==> config.mk <==
export PLATFORM = sky130hd
export DESIGN_NAME = dmc_line_filler
export DESIGN_NICKNAME = d
export VERILOG_FILES = /design/src/rtl/dmc_line_filler_pkg.sv /design/src/rtl/dmc_line_filler.sv
export SDC_FILE = /design/constraint.sdc
export NUM_CORES = 1
export LEC_CHECK = 0
export CAP_MARGIN = 20
export CORE_ASPECT_RATIO = 1.75
export CORE_UTILIZATION = 40
export CTS_CLUSTER_DIAMETER = 30
export DETAILED_ROUTE_END_ITERATION = 6
export PLACE_DENSITY = 0.87
export SLEW_MARGIN = 40
export SYNTH_ARGS = -nofsm -noshare
export SYNTH_HDL_FRONTEND = slang
export SYNTH_SLANG_ARGS = --single-unit
export TNS_END_PERCENT = 10
==> constraint.sdc <==
create_clock -name clk -period 1.7 [get_ports clk]
set_input_delay 0.17 -clock clk [delete_from_list [all_inputs] [get_ports clk]]
set_output_delay 0.17 -clock clk [all_outputs]
set_load 0.03 [all_outputs]
==> src/rtl/dmc_line_filler_pkg.sv <==
// Shared constants for the DMC line filler: bus geometry and FSM state encoding.
package dmc_line_filler_pkg;

    localparam int unsigned ADDR_W   = 24;
    localparam int unsigned LINE_W   = 128;
    localparam int unsigned BEAT_W   = 32;
    localparam int unsigned BEATS    = 4;
    localparam int unsigned BEAT_IDX = 2;
    localparam int unsigned OFFS_W   = 4;
    localparam int unsigned LADDR_W  = ADDR_W - OFFS_W;

    localparam logic [1:0] IDLE  = 2'd0;
    localparam logic [1:0] FILL  = 2'd1;
    localparam logic [1:0] WRITE = 2'd2;

endpackage

==> src/rtl/dmc_line_filler.sv <==
// Cache line filler: on a miss, fetches four 32-bit words in order and writes one 128-bit line.
module dmc_line_filler
    import dmc_line_filler_pkg::*;
#(
    parameter int unsigned CNT_W = 16
) (
    input  logic                clk,
    input  logic                rst_n,
    input  logic                req,
    input  logic [ADDR_W-1:0]   A,
    input  logic                hit,
    output logic                ready,
    output logic                mem_rd,
    output logic [ADDR_W-1:0]   mem_addr,
    input  logic [BEAT_W-1:0]   mem_rdata,
    input  logic                mem_ack,
    output logic [ADDR_W-1:0]   fill_A,
    output logic [LINE_W-1:0]   line,
    output logic                wr,
    output logic                busy,
    output logic [CNT_W-1:0]    miss_cnt
);

    logic [1:0]          state_q, state_d;
    logic [BEAT_IDX-1:0] beat_q, beat_d;
    logic [LADDR_W-1:0]  line_addr_q, line_addr_d;
    logic [CNT_W-1:0]    miss_cnt_q, miss_cnt_d;
    logic [BEAT_W-1:0]   beat_data_q [BEATS];
    logic                capture;

    // The byte offset within the line never reaches the memory side.
    logic [OFFS_W-1:0]   unused_offset;
    assign unused_offset = A[OFFS_W-1:0];

    always_comb begin
        state_d     = state_q;
        beat_d      = beat_q;
        line_addr_d = line_addr_q;
        miss_cnt_d  = miss_cnt_q;
        capture     = 1'b0;
        case (state_q)
            IDLE: begin
                if (req && !hit) begin
                    line_addr_d = A[ADDR_W-1:OFFS_W];
                    beat_d      = '0;
                    if (miss_cnt_q != {CNT_W{1'b1}}) begin
                        miss_cnt_d = miss_cnt_q + CNT_W'(1);
                    end
                    state_d = FILL;
                end
            end
            FILL: begin
                if (mem_ack) begin
                    capture = 1'b1;
                    beat_d  = beat_q + BEAT_IDX'(1);
                    if (beat_q == BEAT_IDX'(BEATS - 1)) begin
                        state_d = WRITE;
                    end
                end
            end
            WRITE: begin
                state_d = IDLE;
            end
            default: begin
                state_d = IDLE;
            end
        endcase
    end

    always_ff @(posedge clk or negedge rst_n) begin
        if (!rst_n) begin
            state_q     <= IDLE;
            beat_q      <= '0;
            line_addr_q <= '0;
            miss_cnt_q  <= '0;
        end else begin
            state_q     <= state_d;
            beat_q      <= beat_d;
            line_addr_q <= line_addr_d;
            miss_cnt_q  <= miss_cnt_d;
        end
    end

    // One register per beat; a word lands in the slot selected by the current beat.
    always_ff @(posedge clk or negedge rst_n) begin
        if (!rst_n) begin
            for (int i = 0; i < BEATS; i++) begin
                beat_data_q[i] <= '0;
            end
        end else if (capture) begin
            beat_data_q[beat_q] <= mem_rdata;
        end
    end

    always_comb begin
        ready    = (state_q == IDLE) && (!req || hit);
        mem_rd   = (state_q == FILL);
        mem_addr = (state_q == FILL) ? {line_addr_q, beat_q, 2'b00} : '0;
        fill_A   = (state_q != IDLE) ? {line_addr_q, {OFFS_W{1'b0}}} : '0;
        wr       = (state_q == WRITE);
        busy     = (state_q != IDLE);
        line     = {beat_data_q[3], beat_data_q[2], beat_data_q[1], beat_data_q[0]};
        miss_cnt = miss_cnt_q;
    end

endmodule

==> results of run 1 <==
## Yosys cell counts (all sizes together)
library cell	number	area share, %
a22o	1	0.13
and2	43	3.9
and3	3	0.27
and4	1	0.13
buf	23	2.0
clkbuf	8	0.44
conb	1	0.055
dfrtp	168	61
ha	5	0.91
inv	3	0.16
mux2	130	21
nand2	70	3.8
nand3	4	0.29
nand4	8	0.73
nor2	3	0.16
nor2b	4	0.37
nor3	4	0.37
nor3b	2	0.22
nor4	5	0.89
nor4b	1	0.13
or2	2	0.18
or4b	1	0.15
xnor2	4	0.51
xor2	11	1.4
## what timing repair did
item	in CTS	in global routing
hold buffers	1	0
cloned	0	1
endpoints found under the hold margin	37	0
resized for setup	86	18
pin swaps	4	5
setup endpoints to repair	169	196
## flip-flops by register name (all words and copies together), names as in the netlist
register	count
beat_q	2
line	128
line_addr_q	20
miss_cnt	16
state_q	2
## path summary, 6_finish.rpt
| check | cells past startpoint | end | startpoint |
|---|---|---|---|
| min in group clk | 3 | line_addr_q[8] | A[12] |
| hold reg to reg | 2 | line_addr_q[5] | line_addr_q[5] |
| hold / removal | 2 | line_addr_q[7] | rst_n |
| setup reg to reg | 5 | miss_cnt[15] | state_q[0] |
| setup / recovery | 5 | miss_cnt[15] | state_q[0] |
| max in group asynchronous | 3 | line[75] | rst_n |
## power by group through the flow
stage               sequential, mW  clock [mW]  combinational, mW
global route                  7.18        4.29               13.1
finish                        6.95        4.05               12.5
CTS                           6.94        4.15               12.6
detailed placement            7.00           0               12.6
global placement              6.89           0               12.4
floorplan                     10.1           0               3.90
## kinds of logic (layout without fill, tap and decap cells)
| logic type | after synthesis | count (layout) | synth area share, % |
|---|---|---|---|
| AO/OA/AOI/OAI | 1 | 1 | 0.128 |
| flip-flops | 168 | 168 | 61.4 |
| AND/OR/NAND/NOR | 151 | 152 | 11.7 |
| adder cells (fa/ha/maj) | 5 | 5 | 0.913 |
| other | 1 | 6 | 0.0547 |
| buffers and inverters | 34 | 315 | 2.59 |
| multiplexers | 130 | 130 | 21.4 |
| XOR/XNOR | 15 | 15 | 1.92 |
## metal layers
layer	track usage [%]	vias to the layer above	wire length (um)	part of all wire (%)
met4	12.0	0	738	4.0
li1	-	2238	-	-
met2	40.6	180	10400	56
met1	21.9	2492	6580	36
met5	0	-	0	0
met3	4.04	51	778	4.2
## worst max-delay path: stages (launching register included)
cell and delay (ns):
dfrtp_2 0.44, or4b_4 0.55, buf_6 0.17, buf_12 0.13
nor4_4 0.26, xor2_1 0.18
## final cells by class
type	count	area [sq um]
repair buffers	280	2810
multi-input cells	309	2570
clock buffers	20	447
well taps	227	284
inverters	3	11.3
flip-flops and latches	168	4210
clock inverters	12	174
fillers	1295	6360
## through the flow
stage | TNS [ns] | total power [mW] | hold slack (ns) | instances | worst slack, ns
after global routing | -7.22 | 24.5 | 0.268 | 1019 | -0.168
after global placement | -13.66 | 19.3 | 0.116 | 985 | -0.252
final | -2.64 | 23.5 | 0.248 | 1019 | -0.115
after CTS | -4.40 | 23.7 | 0.242 | 1018 | -0.133
after detailed placement | -14.23 | 19.6 | 0.125 | 985 | -0.278
after floorplan | -0.406 | 14.0 | -0.126 | 510 | -0.00451
==> impl_results.md, run 1 <==
* Clk network pwr share at between 10% and 20%
* Initial antenna violation count at 0
* Clock buffer depth at 2
* Worst Skew at 0.00766 ns
* WL per Instance at about 18 um
* Finished Cell Area at roughly 11000 sq um
* Total Wirelength at approximately 19000 um
* Layout cells sized above 1 at about a third
* WS Path Type: reg -> reg
* PD cells at around 2200 nW/um^2
* Slew Viols, Final at 0
* Antenna Violating Nets Remaining at 0
* YS warnings at 0
* Tmin final at between 1.5 and 2 ns
* Initial core utilization at around two fifths
* CTS root buffer: clkbuf_16
* Die Ht at roughly 180 um
* RSZ-0062 raised after global routing: yes
* MaxCap Viol Count at 0
* I/O pins at 257
* Worst-skew pair later-pin latency at between 0.4 and 0.5 ns
* Psw at just under 10 mW
* Number of post-CTS setup repair buffers at 0
* Library cells used by synthesis at 29
* Core ar. at about 17000 sq um
* Grt total ovfl at 0
* Die width at between 100 and 150 um
* Gr usage total at a little over a fifth
* Worst-path clk slew at 0.06 ns
* DR vias/cell at ~4.9
* Drt first pass iters at 4
* Final nets at 845
* Fin worst setup slack at -0.115 ns
* First-pass GRT wire length at around 29000 um
* Port Buf Inserts at 246
* Seq pwr share at about 30%
* Final hold violations at 0
* Post-DP Area at slightly below 10000 sq um
* CP endpoint kind: flip-flop
* Synth-to-layout area growth at 53.4%
* Via count at 4961
* Worst-case register-to-register setup slack at -0.12 ns
* Sequential element share of the synthesized area at 61.4%
* Largest net degree at the start of global routing at 49
* Most frequent cells in the layout: clkdlybuf4s50_1, dfrtp_1, mux2_2
* Setup Viol. Count Final at 55
* Site Rows at 63
* Diode count at 0
* Mapped Cells at just over 500
* Syn Std Cell Area at slightly below 7000 sq um
* Vias in the first global route at 5328
* GPL Wtd Cong at between 0.8 and 0.9
* Crit share post-route at 107%
* CTS tree: yes
* DR DRC count at 0
* Die footprint at 17700 sq um
* Leakage power at between 4 and 5 nW
* Commonest non-fill, non-tap cell in the layout: clkdlybuf4s50_1
* CP max FO at 9
* Num Clock Sinks at between 150 and 200
* Sw frac at 40.9%
* Pint at approximately 14 mW
* Synthesized area per cell at ~14 sq um
* Violations in the final reports: setup timing
* WP data required at between 2 and 2.5 ns
* #FFs+latches synth at 168
* Total CTS buffers at 17
* Fmax achieved at roughly 0.55 GHz
* Worst hold-check path type: in -> async
* Run status: finished, violations left
* 1st-iter DRT viols at 107
* Post-layout util at 62.3%
* H-tree levels at 4
* Worst Path Arrival at 2.15 ns
* Combinational Power Share at 53.3%
* Max rail drop VDD at approximately 1300 uV
* Detailed placement HPWL at 13200 um
* CP startpoint kind: flip-flop
Power figures use the tool's default switching activity.
==> run 2: changes to the inputs <==
Settings changed: REMOVE_ABC_BUFFERS from default to 1.
==> impl_results.md, run 2 (synthesized netlist as in run 1, its figures left out) <==
* Drt first pass iters at 6
* CP max FO at 11
* Setup Viol. Count Final at around 120
* Delay of the slowest critical-path stage at 0.45 ns
* First-pass GRT wire length at about 30000 um
* Max rail drop VDD at ~1200 uV
* CTS tree: yes
* CP endpoint kind: output pin
* WL per Instance at 19.5 um
* Layout cells sized above 1 at 36.3%
* Initial core utilization at around 40%
* Tmin final at ~1.9 ns
* Die Ht at 175 um
* Worst-skew pair later-pin latency at roughly 0.42 ns
* Clock buffer depth at 2
* Worst-path clk slew at around 0.060 ns
* 1st-iter DRT viols at between 150 and 200
* Port Buf Inserts at 246
* Run status: finished, violations left
* Worst Skew at around 0.0070 ns
* Crit-path slowest cell: dfrtp_2
* Commonest non-fill, non-tap cell in the layout: clkdlybuf4s50_1
* Fmax achieved at 0.537 GHz
* Slew Viols, Final at 0
* PD cells at between 2000 and 2500 nW/um^2
* Die width at between 100 and 150 um
* Violations in the final reports: setup timing
* CTS root buffer: clkbuf_16
* Final hold slack at 0.270 ns
* Leakage power at between 5 and 6 nW
* Total CTS buffers at 17
* Synth-to-layout area growth at 58.0%
* Gr usage total at 23.4%
* Worst hold-check path type: in -> reg
* Post-layout total power at 24.1 mW
* Vias in the first global route at approximately 5500
* Fin worst setup slack at -0.161 ns
* I/O pins at roughly 260
* DR vias/cell at roughly 5
* Max FFs per register at between 100 and 150
* Diode count at 0
* Worst path buffer plus inverter count at 3
* Most used cell, CP: buf_6
* Num Clock Sinks at approximately 170
* DR DRC count at 0
* Worst Path Arrival at approximately 1.7 ns
* Detailed placement HPWL at about 13000 um
* Largest net degree at the start of global routing at 51
* Core ar. at 16900 sq um
* Total Wirelength at 20100 um
* Most frequent cells in the layout: clkdlybuf4s50_1, dfrtp_1, mux2_2
* Die footprint at roughly 18000 sq um
* Initial antenna violation count at 0
* Grt total ovfl at 0
* Fillers at approximately 1200
* Setup TNS at -7.70 ns
* CP startpoint kind: flip-flop
* WP data required at between 1.5 and 2 ns
* WS Path Type: reg -> out
* Crit path max-delay family: buffers and inverters
* H-tree levels at 4
* Final hold violations at 0
* MaxCap Viol Count at 0
* GPL Wtd Cong at approximately 0.79
* Crit share post-route at 109%
* Final nets at 861
* Critical path cell sequence: buf_6 -> nor2b_4 -> buf_6 -> and2_1 -> buf_6
* RSZ-0062 raised after global routing: yes
* Site Rows at 63
* Via count at just over 5000
* Antenna Violating Nets Remaining at 0
-- run 2: cell count changes in the layout (fill, tap and decap cells not counted), moves of 4 or more --
cell,before,now
buf_2,2,10
clkdlybuf4s15_2,18,5
and2_1,42,29
and2_4,0,14
clkdlybuf4s50_1,184,179
buf_6,4,39
dlymetal6s2s_1,2,6
buf_4,43,24
clkinv_4,0,4
-- run 2: through the flow --
stage	setup WS, ns	cells	utilization, %	area [sq um]
3_3_place_gp	-0.261	991	58.3	9840
4_1_cts	-0.134	1034	64.0	10800
6_report	-0.161	1034	64.1	10800
2_1_floorplan	-1.40	479	-	6700
3_5_place_dp	-0.312	991	58.3	9840
5_1_grt	-0.210	1034	64.1	10800
-- run 2: report_power, final --
group	internal (mW)	switching (mW)	total (mW)
registers	5.89	1.09	6.98
clock network	2.04	1.59	3.63
logic	6.12	7.34	13.5
total	14.1	10.0	24.1
-- run 2: what timing repair did --
item | CTS | global route
hold endpoints to repair | 40 | 0
gates cloned | 8 | 0
buffers inserted | 3 | 2
hold buffers | 1 | 0
endpoints found under the setup margin | 201 | 217
resized for setup | 198 | 18
pin swaps | 23 | 13
-- run 2: worst min-delay path, stage by stage --
cell             delay, ns
clkdlybuf4s50_1       0.40
nand2_1               0.05
nand2_1               0.04
-- run 2: per-layer routing --
| metal | vias to the layer above | share of wire [%] | global-route usage [%] |
|---|---|---|---|
| met1 | 2602 | 34 | 23.3 |
| met5 | - | 0 | 0 |
| met2 | 212 | 56 | 43.4 |
| met3 | 58 | 5.3 | 5.12 |
| met4 | 0 | 4.4 | 13.5 |
| li1 | 2282 | - | - |
-- run 2: area by class of cell --
cell class                 count  area, sq um  share of cell area, %
tap                          227          284                   2.62
clock buffer                  20          447                   4.13
inverter                       3         11.3                  0.104
sequential                   168         4210                   38.9
clock inverter                11          103                  0.948
multi-input combinational    310         2680                   24.8
timing repair buffer         295         3090                   28.5
-- run 2: path summary, 6_finish.rpt --
| check | start | to | slack, ns | cells after the start |
|---|---|---|---|---|
| setup / recovery | state_q[1] | mem_addr[6] | -0.16 | 5 |
| hold / removal | A[13] | line_addr_q[9] | 0.27 | 3 |
| setup reg to reg | state_q[1] | miss_cnt[11] | -0.15 | 4 |
| hold reg to reg | miss_cnt[15] | miss_cnt[15] | 0.50 | 1 |
| max in group asynchronous | rst_n | line_addr_q[6] | 0.80 | 3 |
| min in group asynchronous | rst_n | line[63] | 0.29 | 2 |
